**src/rtl/cache_pkg.sv**
```systemverilog
// Shared definitions for the cache fill engine: FSM state encoding and
// default block geometry.
package cache_pkg;

  // Default block geometry (the top exposes these as overridable parameters)
  localparam int BLOCK_WORDS = 8;
  localparam int WORD_BYTES  = 2;
  localparam int OFFSET_BITS = $clog2(BLOCK_WORDS * WORD_BYTES);

  // Fill FSM state encoding
  localparam logic [1:0] ST_IDLE = 2'd0;
  localparam logic [1:0] ST_FILL = 2'd1;
  localparam logic [1:0] ST_TAG  = 2'd2;

endpackage

```
**src/rtl/fill_counter.sv**
```systemverilog
// Word counter for one side of a block fill (requests or responses).
// 'last' flags the final word index; 'done' is sticky once the final word
// has been counted, so a caller can tell "all words issued" apart from
// "back at word 0" even though the count itself wraps.
module fill_counter #(
  parameter  int WORDS = 8,
  localparam int CNT_W = $clog2(WORDS)
) (
  input  logic             clk,
  input  logic             rst,
  input  logic             clear,
  input  logic             enable,
  output logic [CNT_W-1:0] count,
  output logic             last,
  output logic             done
);

  localparam logic [CNT_W-1:0] LAST_IDX = CNT_W'(WORDS - 1);

  logic [CNT_W-1:0] count_q, count_d;
  logic             done_q, done_d;

  // Next count: clear wins over enable; done latches on the final increment
  always_comb begin
    count_d = count_q;
    done_d  = done_q;
    if (clear) begin
      count_d = '0;
      done_d  = 1'b0;
    end else if (enable) begin
      count_d = count_q + 1'b1;
      if (count_q == LAST_IDX) begin
        done_d = 1'b1;
      end
    end
  end

  // Counter registers
  always_ff @(posedge clk or posedge rst) begin
    if (rst) begin
      count_q <= '0;
      done_q  <= 1'b0;
    end else begin
      count_q <= count_d;
      done_q  <= done_d;
    end
  end

  assign count = count_q;
  assign last  = (count_q == LAST_IDX);
  assign done  = done_q;

endmodule

```
**src/rtl/cache_fill_fsm.sv**
```systemverilog
// Miss-handling engine: on a miss, requests every word of the block from
// memory, writes each returned word into the data array, then writes the tag.
// fsm_busy covers the whole fill so the controller steers the cache ports here.
// Optional build macro CACHE_FILL_STATS_EN adds saturating miss_count and
// fill_cycles outputs.
module cache_fill_fsm
  import cache_pkg::*;
#(
  parameter int ADDR_W      = 16,
  parameter int DATA_W      = 16,
  parameter int BLOCK_WORDS = cache_pkg::BLOCK_WORDS,
  parameter int WORD_BYTES  = cache_pkg::WORD_BYTES
) (
  input  logic              clk,
  input  logic              rst,
  input  logic              miss_detected,
  input  logic [ADDR_W-1:0] miss_address,
  input  logic [DATA_W-1:0] mem_data_in,
  input  logic              mem_data_valid,
  output logic              mem_read_en,
  output logic [ADDR_W-1:0] mem_read_addr,
  output logic              fsm_busy,
  output logic              write_data_array,
  output logic              write_tag_array,
  output logic [ADDR_W-1:0] memory_address,
  output logic [DATA_W-1:0] memory_data
`ifdef CACHE_FILL_STATS_EN
  ,
  output logic [15:0]       miss_count,
  output logic [15:0]       fill_cycles
`endif
);

  localparam int CNT_W    = $clog2(BLOCK_WORDS);
  localparam int WB_BITS  = $clog2(WORD_BYTES);
  localparam int OFF_BITS = $clog2(BLOCK_WORDS * WORD_BYTES);
  localparam logic [ADDR_W-1:0] OFF_MASK = ADDR_W'((1 << OFF_BITS) - 1);

  logic [1:0]        state_q, state_d;
  logic [ADDR_W-1:0] base_q, base_d;

  logic             in_idle, in_fill, in_tag;
  logic             start, req_fire, rsp_fire;
  logic [CNT_W-1:0] req_cnt, rsp_cnt;
  logic             req_done, req_last, rsp_done, rsp_last;
  logic [ADDR_W-1:0] req_off, rsp_off;
  logic             unused_cnt_flags;

  assign in_idle = (state_q == ST_IDLE);
  assign in_fill = (state_q == ST_FILL);
  assign in_tag  = (state_q == ST_TAG);

  assign start    = in_idle & miss_detected;
  assign req_fire = in_fill & ~req_done;
  assign rsp_fire = in_fill & mem_data_valid;

  // Offsets are always below the block size, so OR-ing them into the aligned
  // base can never carry into the tag bits.
  assign req_off = ADDR_W'(req_cnt) << WB_BITS;
  assign rsp_off = ADDR_W'(rsp_cnt) << WB_BITS;

  // Only the request side needs 'done' and only the response side needs 'last'
  assign unused_cnt_flags = req_last ^ rsp_done;

  fill_counter #(.WORDS(BLOCK_WORDS)) u_req_cnt (
    .clk    (clk),
    .rst    (rst),
    .clear  (start),
    .enable (req_fire),
    .count  (req_cnt),
    .last   (req_last),
    .done   (req_done)
  );

  fill_counter #(.WORDS(BLOCK_WORDS)) u_rsp_cnt (
    .clk    (clk),
    .rst    (rst),
    .clear  (start),
    .enable (rsp_fire),
    .count  (rsp_cnt),
    .last   (rsp_last),
    .done   (rsp_done)
  );

  // Next-state logic: latch the aligned block base on a miss, leave FILL on the last word
  always_comb begin
    state_d = state_q;
    base_d  = base_q;
    case (state_q)
      ST_IDLE: begin
        if (miss_detected) begin
          base_d  = miss_address & ~OFF_MASK;
          state_d = ST_FILL;
        end
      end
      ST_FILL: begin
        if (rsp_fire && rsp_last) begin
          state_d = ST_TAG;
        end
      end
      ST_TAG:  state_d = ST_IDLE;
      default: state_d = ST_IDLE;
    endcase
  end

  // State and base registers
  always_ff @(posedge clk or posedge rst) begin
    if (rst) begin
      state_q <= ST_IDLE;
      base_q  <= '0;
    end else begin
      state_q <= state_d;
      base_q  <= base_d;
    end
  end

  // Output decode; address/data buses are forced to zero whenever their strobe is low
  always_comb begin
    mem_read_en      = req_fire;
    mem_read_addr    = req_fire ? (base_q | req_off) : '0;
    fsm_busy         = in_fill | in_tag;
    write_data_array = rsp_fire;
    write_tag_array  = in_tag;
    memory_data      = rsp_fire ? mem_data_in : '0;
    if (rsp_fire) begin
      memory_address = base_q | rsp_off;
    end else if (in_tag) begin
      memory_address = base_q;
    end else begin
      memory_address = '0;
    end
  end

`ifdef CACHE_FILL_STATS_EN
  logic [15:0] miss_count_q, miss_count_d;
  logic [15:0] fill_cycles_q, fill_cycles_d;

  // Saturating statistics counters
  always_comb begin
    miss_count_d  = miss_count_q;
    fill_cycles_d = fill_cycles_q;
    if (start && (miss_count_q != 16'hFFFF)) begin
      miss_count_d = miss_count_q + 16'd1;
    end
    if ((in_fill || in_tag) && (fill_cycles_q != 16'hFFFF)) begin
      fill_cycles_d = fill_cycles_q + 16'd1;
    end
  end

  // Statistics registers
  always_ff @(posedge clk or posedge rst) begin
    if (rst) begin
      miss_count_q  <= '0;
      fill_cycles_q <= '0;
    end else begin
      miss_count_q  <= miss_count_d;
      fill_cycles_q <= fill_cycles_d;
    end
  end

  assign miss_count  = miss_count_q;
  assign fill_cycles = fill_cycles_q;
`endif

endmodule

```
**config.mk**
```make
export PLATFORM = sky130hd
export DESIGN_NAME = cache_fill_fsm
export DESIGN_NICKNAME = d
export VERILOG_FILES = /design/src/rtl/cache_pkg.sv /design/src/rtl/fill_counter.sv /design/src/rtl/cache_fill_fsm.sv
export SDC_FILE = /design/constraint.sdc
export NUM_CORES = 1
export LEC_CHECK = 0
export BUFFER_PORTS_ARGS = -buffer_cell sky130_fd_sc_hd__buf_2
export CAP_MARGIN = 20
export CORE_AREA = 2 2 69 55
export DETAILED_ROUTE_END_ITERATION = 10
export DIE_AREA = 0 0 71 57
export PLACE_DENSITY_LB_ADDON = 0.12
export SYNTH_ARGS = -nofsm -noshare
export SYNTH_HDL_FRONTEND = slang
export SYNTH_HIERARCHICAL = 1
export SYNTH_SLANG_ARGS = --single-unit
```
**constraint.sdc**
```tcl
create_clock -name clk -period 1.85 [get_ports clk]
set_input_delay 0.185 -clock clk [delete_from_list [all_inputs] [get_ports clk]]
set_output_delay 0.185 -clock clk [all_outputs]
set_load 0.01 [all_outputs]
```
Word-level counts from Yosys, hierarchy flattened
Index checks and enable logic that the tools add are counted.
{"block": "word_totals", "reg_bits": 21, "input_bits": 36, "output_inout_bits": 52, "wordCells": 42}
{"block": "op_classes", "add_sub_neg": 2, "n_eq_ne": 6, "mux": 14, "n_bitwise": 7, "n_reduce_logical": 8}
{"operator": "16-bit 2-to-1 mux", "count": 4}
{"operator": "16-bit by 4-bit bitwise OR with 16-bit output", "count": 2}
{"operator": "3-bit 2-to-1 mux", "count": 4}
{"operator": "3-bit by 1-bit adder with 3-bit output, second input constant", "count": 2}
{"operator": "3-bit == test, second input constant", "count": 2}
{"operator": "2-bit AND reduction", "count": 3}
{"operator": "2-bit nonzero test", "count": 3}
{"operator": "2-bit 2-to-1 mux", "count": 2}
{"operator": "2-bit case mux with 2 select lines", "count": 1}
{"operator": "1-bit bitwise AND", "count": 3}
{"operator": "1-bit 2-to-1 mux", "count": 3}
{"operator": "2-bit by 1-bit == test with 1-bit output, second input constant", "count": 1}
{"operator": "2-bit == test, second input constant", "count": 1}
{"operator": "2-bit zero test", "count": 1}
{"operator": "2-bit by 1-bit != test with 1-bit output, second input constant", "count": 1}
{"operator": "2-bit != test, second input constant", "count": 1}
{"operator": "1-bit logical AND", "count": 1}
{"operator": "1-bit inverter", "count": 1}
{"operator": "1-bit bitwise OR", "count": 1}

Depth between registers and ports, before layout
{"block": "logic_depth", "ltp_word": 5, "ltp_mapped": 6, "mapped_depth_nobuf": 5}

Cells and area by module
The synthesis kept the hierarchy.
{"mod": "cache_fill_fsm", "n_inst": 1, "cells_each": 100, "area_each_um2": 1014.7, "seq_area_each_um2": 350.3}
{"mod": "fill_counter", "n_inst": 2, "cells_each": 15, "area_each_um2": 177.7, "seq_area_each_um2": 100.1}

Least setup slack after synthesis
No wires, ideal clock.
{"block": "synth_timing", "path_type": "reg2out", "start": "register state_q[1]", "end": "output memory_address[10]", "arrival_ps": 1307, "slack_ps": 358, "stages_incl_launch_ff": 7, "path_buffers": 1, "cell_sequence": "dfrtp_1 inv_1 ha_1 and2_2 nor2_2 buf_4 nor2b_1"}
{"block": "synth_between", "elab_chain_len": 3}
{"item": "start, declared", "line_no": "cache_fill_fsm.sv:39", "source": "logic [1:0] state_q, state_d;"}
{"item": "start signal, assigned", "line_no": "cache_fill_fsm.sv:112", "source": "state_q <= state_d;"}
{"item": "2-bit by 1-bit == test with 1-bit output", "line_no": "cache_fill_fsm.sv:50", "source": "assign in_fill = (state_q == ST_FILL);"}
{"item": "1-bit bitwise AND", "line_no": "cache_fill_fsm.sv:55", "source": "assign rsp_fire = in_fill & mem_data_valid;"}
{"item": "via write_data_array", "line_no": "cache_fill_fsm.sv:23", "source": "output logic write_data_array,"}
{"item": "16-bit 2-to-1 mux", "line_no": "cache_fill_fsm.sv:125", "source": "if (rsp_fire) begin"}
{"item": "end, declared", "line_no": "cache_fill_fsm.sv:25", "source": "output logic [ADDR_W-1:0] memory_address,"}
The timed path passes the listed nets, and every way through them passes these cells.

Worst setup path in the final report
{"block": "layout_timing", "start": "register state_q[1]", "end": "output mem_read_addr[13]"}
{"block": "layout_between", "elab_chain_len": 3}
{"item": "2-bit by 1-bit == test with 1-bit output", "line_no": "cache_fill_fsm.sv:50"}
{"item": "1-bit bitwise AND", "line_no": "cache_fill_fsm.sv:54", "source": "assign req_fire = in_fill & ~req_done;"}
{"item": "16-bit 2-to-1 mux", "line_no": "cache_fill_fsm.sv:120", "source": "mem_read_addr = req_fire ? (base_q | req_off) : '0;"}
{"item": "end, declared", "line_no": "cache_fill_fsm.sv:21", "source": "output logic [ADDR_W-1:0] mem_read_addr,"}
Every way passes these cells.

==> results_dict.tcl <==
set metrics [dict create \
    drive_gt1_share_pct 51.7 \
    maxSlewViolCount 0 \
    gr-total-overflow 0 \
    p_total_uw 2770 \
    crit_arrival_ps 1520 \
    post-dp-hpwl_mm 2.36 \
    cts-buffers-inserted 3 \
    cp_slowest_cell "dfrtp_1" \
    grt_usage_pct 15.6 \
    start_kind "flip-flop" \
    tritoncts "done" \
    clk_pin_slew_ps 70 \
    final_antenna_net_count 0 \
    root_buffer "clkbuf_8" \
    holdWs_ps 156 \
    combinationalPowerShare_pct 59.8 \
    grt_pass1_vias 1099 \
    syn_inst 127 \
    fillCellCount 326 \
    insertion_delay_ps 260 \
    p_int_uw 1690 \
    antenna_found_initial 0 \
    grt_pass1_wl_mm 5.00 \
    hp-class "input port to flip-flop" \
    clk_path_buf_depth 2 \
    path_class "flip-flop to output pin" \
    seqPwrFrac_pct 29.5 \
    peakVddDrop_v 0.000888 \
    skew_ps 1.00 \
    power_density_mw_per_mm2 1500 \
    via_count 1108 \
    rsz0062_at_grt "false" \
    nNetsFinal 255 \
    synth.avg_cell_area_um2 10.5 \
    dieHeight_um 57 \
    area_delta_synth_final_pct 38.3 \
    io_pins 88 \
    rows 19 \
    cp_slowest_stage_delay_ps 410 \
    drt-total-wl_mm 2.99 \
    netSwitchingPower_uw 1080 \
    netlist_area_mm2 0.00134 \
    viasPerCell 4.41 \
    maxSlewHeadroom_pct 63.5 \
    setup_viol 0 \
    dp_slack_ps 117 \
    p_clk_share_pct 10.7 \
    dr.pass1.iters 4 \
    p_leak_uw 0.00115 \
    crit_fanout 20 \
    cp-end-kind "output pin" \
    required_ps 1660 \
    yosys_warnings 6 \
    grt_max_degree 22 \
    htreeDepth 1 \
    avgRoutedWirePerCell_um 11.9 \
    finalWorstSetupSlack_ps 143 \
    gp_congestion 0.742 \
    tightestPinTransition_ps 546 \
    clock.fmax_ghz 0.586 \
    cp_cell_sequence "inv_2 > ha_2 > and2b_1 > buf_6 > and2_1 > buf_2" \
    drv_cap 0 \
    swShare_pct 39.0 \
    start_util_pct 38.8 \
    period_needed_ps 1710 \
    cts_sinks 21 \
    die-area_mm2 0.00405 \
    coreArea_mm2 0.00345 \
    drc 0 \
    die_w_um 71 \
    finalHoldViolations 0 \
    finalSetupTns_ps 0 \
    drt_iter0_markers 30 \
    period_share_pct 92.3 \
    n_antenna_cell 0 \
    status "complete, no violations" \
    io_buffers 81 \
]
[metal layers]
| metal | global-route usage [%] | part of all wire (%) |
|---|---|---|
| met1 | 20.0 | 46 |
| met2 | 26.2 | 49 |
| met3 | 4.24 | 4.8 |
| met4 | 4.58 | 0.77 |
| met5 | 0 | 0 |
[registers in the layout, indices dropped and copies added, names as in the netlist]
register	cells
base_q	12
u_rsp_cnt/count	3
u_req_cnt/count	3
state_q	2
u_req_cnt/done	1
[cells in the final DEF, fill, tap and decap left out, drive strengths merged]
cell type	count
xnor2	2
nor2b	13
and3	19
conb	2
ha	9
mux2	14
nor2	8
buf	85
clkbuf	3
mux2i	4
clkinv	1
dfrtp	21
and2b	1
a21oi	2
dlygate4sd3	1
nand2	2
inv	6
and2	16
[critical path: cells and delay by family, from the launching register on]
kind / cells / cell delay [ps]
DFF: 1 / 410
and+or+nand+nor: 2 / 280
buffers and inverters: 3 / 390
adders and majority gates: 1 / 190
[power by group through the flow]
stage	clock network (uW)	logic (uW)	registers (uW)
6_report	296	1650	815
5_1_grt	330	1830	849
4_1_cts	312	1650	816
3_5_place_dp	0	1570	824
3_3_place_gp	0	1530	806
2_1_floorplan	0	1130	777
[timing repair]
item	4_1_cts	5_1_grt
hold buffers	1	0
endpoints found under the setup margin	12	27
endpoints found under the hold margin	21	0
buffers inserted	1	1
pin swaps	1	0
gates resized for setup	2	3
[metrics by stage]
step | util, % | cells | area [um^2]
2_1_floorplan | - | 128 | 1340
3_3_place_gp | 50.8 | 244 | 1750
3_5_place_dp | 50.8 | 244 | 1750
4_1_cts | 53.2 | 250 | 1830
5_1_grt | 53.6 | 251 | 1850
6_report | 53.6 | 251 | 1850
[worst paths after layout]
| path | startpoint | to | slack (ps) | depth (start not counted) |
|---|---|---|---|---|
| max reg2reg | state_q[0]$_DFFE_PP0P_ | base_q[12]$_DFFE_PP0P_ | 310 | 4 |
| min | miss_address[15] | base_q[15]$_DFFE_PP0P_ | 160 | 2 |
| min in group asynchronous | rst | u_rsp_cnt/count[0]$_DFFE_PP0P_ | 350 | 3 |
| max in group asynchronous | rst | base_q[7]$_DFFE_PP0P_ | 960 | 3 |
| max | state_q[1]$_DFFE_PP0P_ | mem_read_addr[13] | 140 | 6 |
| min reg2reg | base_q[7]$_DFFE_PP0P_ | base_q[7]$_DFFE_PP0P_ | 520 | 1 |
[final cells by class]
| cell class | count | area (um^2) | area share (%) |
|---|---|---|---|
| clock buffer | 3 | 41.3 | 2.23 |
| sequential | 21 | 526 | 28.4 |
| multi-input combinational | 92 | 739 | 40.0 |
| tap | 42 | 52.6 | 2.84 |
| inverter | 6 | 22.5 | 1.22 |
| timing repair buffer | 86 | 462 | 25.0 |
| clock inverter | 1 | 5.00 | 0.271 |
Note: power is estimated with default switching activity, not from simulation.
